$ cat config.mk
export PLATFORM = sky130hd
export DESIGN_NAME = pal_pad_scheduler
export DESIGN_NICKNAME = d
export VERILOG_FILES = /design/src/rtl/pal_pad_scheduler.sv
export SDC_FILE = /design/constraint.sdc
export NUM_CORES = 1
export LEC_CHECK = 0
export ABC_AREA = 1
export BUFFER_PORTS_ARGS = -buffer_cell sky130_fd_sc_hd__buf_2
export CAP_MARGIN = 0
export CORE_AREA = 2 2 58 60
export DETAILED_ROUTE_END_ITERATION = 8
export DIE_AREA = 0 0 60 62
export HOLD_SLACK_MARGIN = 0.06
export PLACE_DENSITY = 0.7
export SLEW_MARGIN = 30
export SYNTH_ARGS = -nofsm -noshare
export SYNTH_HDL_FRONTEND = slang
export SYNTH_SLANG_ARGS = --single-unit
$ cat constraint.sdc
create_clock -name Clk -period 1.9 [get_ports Clk]
set_clock_uncertainty 0.15 [all_clocks]
set_input_delay 0.19 -clock Clk [delete_from_list [all_inputs] [get_ports Clk]]
set_output_delay 0.19 -clock Clk [all_outputs]
set_load 0.03 [all_outputs]
$ cat src/rtl/pal_pad_scheduler.sv
// Schedules the NTSC->PAL line-padding window (Line24) and the per-padded-line
// VClkPulse for the VDG clock interposer, tracking VDG field and line sync.
module pal_pad_scheduler #(
    parameter int unsigned PRE_LINES = 24,
    parameter int unsigned PAD_LINES = 50,
    parameter int unsigned MAX_LINES = 320,
    parameter int unsigned LW        = 9
) (
    input  logic          Clk,
    input  logic          nReset,
    input  logic          Enable,
    input  logic          nHSync,
    input  logic          nFSync,
    output logic          Line24,
    output logic          VClkPulse,
    output logic [LW-1:0] LineCount,
    output logic [1:0]    State,
    output logic          Overrun
);

    typedef enum logic [1:0] {
        ST_IDLE = 2'b00,
        ST_PRE  = 2'b01,
        ST_PAD  = 2'b10,
        ST_POST = 2'b11
    } state_t;

    localparam logic [LW-1:0] PRE_END = LW'(PRE_LINES);
    localparam logic [LW-1:0] PAD_END = LW'(PRE_LINES + PAD_LINES);
    localparam logic [LW-1:0] MAX_CNT = LW'(MAX_LINES);

    logic          r_hs_s1, r_hs_s2, r_hs_prev;
    logic          r_fs_s1, r_fs_s2, r_fs_prev;
    logic          w_hs_fall, w_fs_fall;

    state_t        r_state, w_state_nx;
    logic          r_line24, w_line24_nx;
    logic          r_vclk, w_vclk_nx;
    logic [LW-1:0] r_count, w_count_nx, w_count_inc;
    logic          r_overrun, w_overrun_nx;

    // Two-flop synchronisers plus previous-value flop; idle level is high.
    always_ff @(posedge Clk or negedge nReset) begin
        if (!nReset) begin
            r_hs_s1   <= 1'b1;
            r_hs_s2   <= 1'b1;
            r_hs_prev <= 1'b1;
            r_fs_s1   <= 1'b1;
            r_fs_s2   <= 1'b1;
            r_fs_prev <= 1'b1;
        end else begin
            r_hs_s1   <= nHSync;
            r_hs_s2   <= r_hs_s1;
            r_hs_prev <= r_hs_s2;
            r_fs_s1   <= nFSync;
            r_fs_s2   <= r_fs_s1;
            r_fs_prev <= r_fs_s2;
        end
    end

    assign w_hs_fall   = r_hs_prev & ~r_hs_s2;
    assign w_fs_fall   = r_fs_prev & ~r_fs_s2;
    assign w_count_inc = r_count + LW'(1);

    always_ff @(posedge Clk or negedge nReset) begin
        if (!nReset) begin
            r_state   <= ST_IDLE;
            r_line24  <= 1'b0;
            r_vclk    <= 1'b0;
            r_count   <= '0;
            r_overrun <= 1'b0;
        end else begin
            r_state   <= w_state_nx;
            r_line24  <= w_line24_nx;
            r_vclk    <= w_vclk_nx;
            r_count   <= w_count_nx;
            r_overrun <= w_overrun_nx;
        end
    end

    // Field sync takes priority over a coincident line sync; the overrun limit
    // is tested before any window transition so the counter never wraps.
    always_comb begin
        w_state_nx   = r_state;
        w_line24_nx  = r_line24;
        w_vclk_nx    = 1'b0;
        w_count_nx   = r_count;
        w_overrun_nx = r_overrun;

        if (!Enable) begin
            w_state_nx  = ST_IDLE;
            w_line24_nx = 1'b0;
        end else if (w_fs_fall) begin
            w_state_nx   = ST_PRE;
            w_line24_nx  = 1'b0;
            w_count_nx   = '0;
            w_overrun_nx = 1'b0;
        end else if (w_hs_fall && (r_state != ST_IDLE)) begin
            w_count_nx = w_count_inc;
            if (w_count_inc == MAX_CNT) begin
                w_state_nx   = ST_IDLE;
                w_line24_nx  = 1'b0;
                w_overrun_nx = 1'b1;
            end else begin
                case (r_state)
                    ST_PRE: begin
                        if (w_count_inc == PRE_END) begin
                            if (PAD_LINES == 0) begin
                                w_state_nx = ST_POST;
                            end else begin
                                w_state_nx  = ST_PAD;
                                w_line24_nx = 1'b1;
                                w_vclk_nx   = 1'b1;
                            end
                        end
                    end
                    ST_PAD: begin
                        if (w_count_inc == PAD_END) begin
                            w_state_nx  = ST_POST;
                            w_line24_nx = 1'b0;
                        end else begin
                            w_vclk_nx = 1'b1;
                        end
                    end
                    default: begin
                    end
                endcase
            end
        end
    end

    assign Line24    = r_line24;
    assign VClkPulse = r_vclk;
    assign LineCount = r_count;
    assign State     = r_state;
    assign Overrun   = r_overrun;

endmodule

**Yosys cells after proc, flatten, opt, wreduce, memory -nomap -nowiden**

Index checks and enable logic that the tools add are counted.
W data, S select, Z words.

- Flip-flop bits (word level): 20
- Output and inout port bits: 14
- Logic and storage cells: 58

- $add $sub $neg: 1
- Eq/ne operators: 9
- Muxes and demuxes: 26
- Bitwise gates (word level): 4
- Reductions and logical operators: 7

Operators with widths:

| operator | count |
|---|---|
| $mux W9 | 2 |
| $mux W1 | 15 |
| $mux W2 | 6 |
| $ne A5 B5 Y1 const B | 2 |
| $add A9 B1 Y9 const B | 1 |
| $eq A9 B5 Y1 const B | 1 |
| $eq A9 B7 Y1 const B | 1 |
| $eq A9 B9 Y1 const B | 1 |
| $reduce_bool A2 Y1 | 3 |
| $ne A5 B1 Y1 const B | 1 |
| $pmux W1 S2 | 2 |
| $pmux W2 S2 | 1 |
| $reduce_and A4 Y1 | 1 |
| $ne A3 B1 Y1 const B | 1 |
| $reduce_and A3 Y1 | 1 |
| $and A1 B1 Y1 | 2 |
| $eq A2 B1 Y1 const B | 1 |
| $eq A2 B2 Y1 const B | 1 |
| $not A1 Y1 | 2 |
| $reduce_and A2 Y1 | 1 |
| $logic_and A1 B1 Y1 | 1 |

**Depth between registers and ports, before layout**

- Depth after elaboration: 8
- Gate-level depth with buffers: 14
- Gate-level depth less buffers: 14

**Least setup slack after synthesis**

OpenSTA, ideal clock, no wires.

- Path kind: register -> register
- Start point: register r_count[1] (netlist: LineCount[1])
- End point: register r_state[0] (netlist: State[0])
- Data arrival time: 1.808 ns
- Path slack: -0.176 ns
- Stages on the path, launching flop included: 15
- Path buffers: 0
- Clock period less this slack: 2.076 ns
- Path through: dfrtp_1 > ha_1 > nand2_2 > nor2_4 > nand2_1 > nand2_2 > nand2_2 > nor2_2 > nand3_2 > nand2_2 > inv_2 > nand2_1 > nand3_1 > nand2_1 > nand2_1

- Longest elaborated chain between the ends: 6
- Elaborated cells on any way between the ends: 12
- Those cells by class: add/sub: 1; eq/ne: 6; mux: 4; reduce/logical: 1

RTL lines:

| what | line | source |
|---|---|---|
| start, declared | 39 | `logic [LW-1:0] r_count, w_count_nx, w_count_inc;` |
| start signal, assigned | 76 | `r_count <= w_count_nx;` |
| $add A9 B1 Y9 (*) | 63 | `assign w_count_inc = r_count + LW'(1);` |
| $eq A9 B9 Y1 | 100 | `if (w_count_inc == MAX_CNT) begin` |
| $mux W2 | 100 |  |
| $mux W2 | 98 | `end else if (w_hs_fall && (r_state != ST_IDLE)) begin` |
| $mux W2 | 93 | `end else if (w_fs_fall) begin` |
| $mux W2 | 90 | `if (!Enable) begin` |
| end signal, assigned | 73 | `r_state <= w_state_nx;` |
| end, declared | 36 | `state_t r_state, w_state_nx;` |

Mark *: on every way between the ends. The rest lies on a longest branch, timed or not. The select of a mux whose other input is x is not followed.
A chain may end at the register's enable or synchronous reset.

**Worst setup path after layout**

- Start point: register r_count[0] (netlist: LineCount[0])
- End point: register r_state[0] (netlist: State[0])

The elaborated chain is that of the path after synthesis.

==> metrics.md <==
| Metric | Value |
|---|---|
| Total gr overflow | `0` |
| Clock latency on the worst-skew pair | `roughly 0.30 ns` |
| Die area | `0.00372 mm2` |
| Rel. slew slack | `71.1%` |
| DRC errors left | `0` |
| GRT met2 Usage | `22.2%` |
| CTS sink count | `20` |
| Synth Net Count | `170` |
| Met1 usage | `between 10% and 20%` |
| Fin crit share | `about 100%` |
| Deepest clock path buffer count | `2` |
| R2R Setup Slk | `about 0.033 ns` |
| CP Capture Type | `register` |
| Final Max Tran Viols | `0` |
| Sequential area share after synthesis | `42.1%` |
| Area post-placement | `0.00140 mm2` |
| Via density | `4.50` |
| Worst hold start | `Enable` |
| Pre-antenna DRT Iters | `4` |
| Core ar. | `0.00318 mm2` |
| Status | `complete, no violations` |
| Setup violators final | `0` |
| R2R cell count | `14` |
| Worst-path maximum fanout | `5` |
| Syn_area_per_cell | `7.55 um2` |
| Largest net degree at the start of global routing | `21` |
| CTS tree | `built` |
| Post-synth EDFFs | `0` |
| Top FF cell, synth | `dfrtp_1` |
| Largest delay share family, worst path | `simple AND/OR/NAND/NOR gates` |
| Leading area contributor after synthesis | `dfrtp_1` |
| Antenna viol nets, final | `0` |
| Synth area leaders | `dfrtp_1 29%, dfstp_2 13%, nand2_1 12%, inv_1 8.4%, nor2_1 5.3%` |
| Unrepaired setup endpoints after global routing | `yes` |
| Reg clk slew, reported paths | `between 0.1 and 0.15 ns` |
| Most frequent cell after synthesis | `nand2_1` |
| Slew at the pin closest to its max-slew limit | `0.434 ns` |
| Final #Nets | `approximately 200` |
| R2R Path End | `State[0]` |
| Initial antenna violation count | `0` |
| CP startpoint kind | `register` |
| Post-synthesis cell type count | `22` |
| Post-synth ARST share | `100%` |
| Root buffer cell | `clkbuf_4` |
| Yosys warns | `0` |
| Most Crowded Layer GR | `met2` |
| Slowest cell on crit path | `dfrtp_2` |
| Slowest cell delay on critical path | `between 0.4 and 0.5 ns` |
| Layout cells sized above 1 | `38.7%` |
| Synth top cells by count | `38 x nand2_1, 27 x inv_1, 17 x nor2_1` |
| Total GRT Usage | `approximately 14%` |
| Area share of the largest cell type after synthesis | `29.0%` |
| Yosys reg bits | `20` |
| Worst path cell trace | `ha_4 > nand2_4 > nor2_4 > nand2_2 > nand2_2 > nand2_4 > nor2_4 > nand3_4 > nand2_4 > inv_4 > nand2_2 > nand3_2 > nand2_1 > nand2_1` |
| Global-route wire length before repair | `3920 um` |
| Hold Path Stages | `5` |
| Pwr dens | `621 mW/mm2` |
| Ports | `19` |
| Die H | `62 um` |
| Worst VDD drop | `approximately 0.31 mV` |
| WP data arrival | `1.93 ns` |
| Worst Path Required | `1.96 ns` |
| Initial Utilization | `38.0%` |
| Fmax | `536 MHz` |
| WHS Endpoint | `State[0]` |
| Pleak | `0.723 nW` |
| Max cap viols | `0` |
| Routability cong. | `between 0.8 and 0.9` |
| Buf/Inv on CP | `1` |
| P&R area growth vs syn | `30.6%` |
| Fin area | `~0.0016 mm2` |
| WS Path Type | `reg -> reg` |
| TritonCTS Buffers | `3` |
| Routed len/inst | `slightly above 10 um` |
| Met3 Track Usage GR | `1.86%` |
| Vias in the first global route | `928` |
| DR iter-0 viols | `17` |
| N_diodes | `0` |
| Final Critical Period | `1.87 ns` |
| Number of core rows | `21` |
| H-tree levels | `1` |
| Mapped Cells | `160` |
| Syn Std Cell Area | `~0.0012 mm2` |
| Die width | `60 um` |
| Setup tns final | `0 ns` |
| R2r startpoint | `LineCount[0]` |
| Detailed Place HPWL | `around 1800 um` |
| Hold Path Class | `in -> reg` |
| Vias | `1067` |
| Final Hold Vio Count | `0` |
| Routed wire length | `2390 um` |
| Port bufs | `18` |
==> layer usage <==
metal	wire (um)	part of all wire, %
met1	1180	49
met2	1090	46
met3	69	2.9
met4	49	2.1
met5	0	0
==> worst max-delay path by stage <==
stage / start / endpoint / slack, ns / cells past startpoint
after floorplan: LineCount[1] / State[0] / -0.02 / 14
after global placement: LineCount[0] / State[0] / 0.01 / 14
after detailed placement: LineCount[0] / State[0] / -0.02 / 14
after CTS: LineCount[2] / State[0] / 0.002 / 13
after global routing: LineCount[0] / State[0] / -0.08 / 14
final: LineCount[0] / State[0] / 0.03 / 14
==> kinds of logic after synthesis <==
group           Yosys count  synth area share, %
compound gates           18                 8.29
fa+ha+maj                 5                 5.18
buf+inv                  29                 9.64
flops                    20                 42.1
simple gates             88                 34.8
==> flip-flops by register name (all words and copies together), names as in the netlist <==
| register | cells |
|---|---|
| r_fs_s1 | 1 |
| r_hs_s1 | 1 |
| r_fs_s2 | 1 |
| r_fs_prev | 1 |
| Overrun | 1 |
| VClkPulse | 1 |
| Line24 | 1 |
| r_hs_prev | 1 |
| r_hs_s2 | 1 |
| LineCount | 9 |
| State | 2 |
==> tightest hold or removal path: stages <==
cell and delay [ns]:
buf_2 0.09, inv_1 0.10, a21oi_1 0.05, nand3_1 0.08
nand2_1 0.05
==> report_power, final <==
part	switching, mW	leakage (nW)	internal, mW
registers	0.0157	0.247	0.452
logic	0.104	0.448	0.0576
clock network	0.137	0.0279	0.213
==> placed cells by master, fill, tap and decap left out, types with 7 or more instances in the layout <==
cell type	synthesis	final
nand3_1	12	10
inv_1	27	27
o21ai_0	7	7
buf_4	0	7
nand2_2	8	8
dfrtp_1	14	8
buf_2	0	18
nand2_1	38	35
nor2_1	17	13
==> timing repair <==
| item | CTS | global route |
|---|---|---|
| hold endpoints to repair | 22 | 0 |
| pin swaps | 0 | 10 |
| gates resized for setup | 1 | 20 |
| endpoints found under the setup margin | 1 | 11 |
| hold buffers | 3 | 0 |
| setup buffers | 0 | 2 |
==> cell type report <==
cell class / instances / area [um2]
Clock inverter: 1 / 30.0
Inverter: 28 / 108
Tap cell: 46 / 57.6
Timing Repair Buffer: 28 / 173
Clock buffer: 3 / 22.5
Sequential cell: 20 / 515
Fill cell: 317 / 1600
Multi-Input combinational cell: 111 / 671
==> metrics by stage <==
stage / setup slack [ns] / cells / power [mW] / utilization [%] / hold WS (ns)
CTS: 0.00238 / 235 / 0.984 / 46.8 / 0.108
floorplan: -0.0161 / 160 / 0.566 / - / -0.256
finish: 0.0332 / 237 / 0.979 / 49.6 / 0.120
detailed placement: -0.0166 / 228 / 0.621 / 43.9 / 0.0115
global placement: 0.0126 / 228 / 0.619 / 43.9 / 0.00972
global route: -0.0802 / 237 / 1.03 / 49.6 / 0.143
No activity file was read; power rests on OpenSTA's default activity.
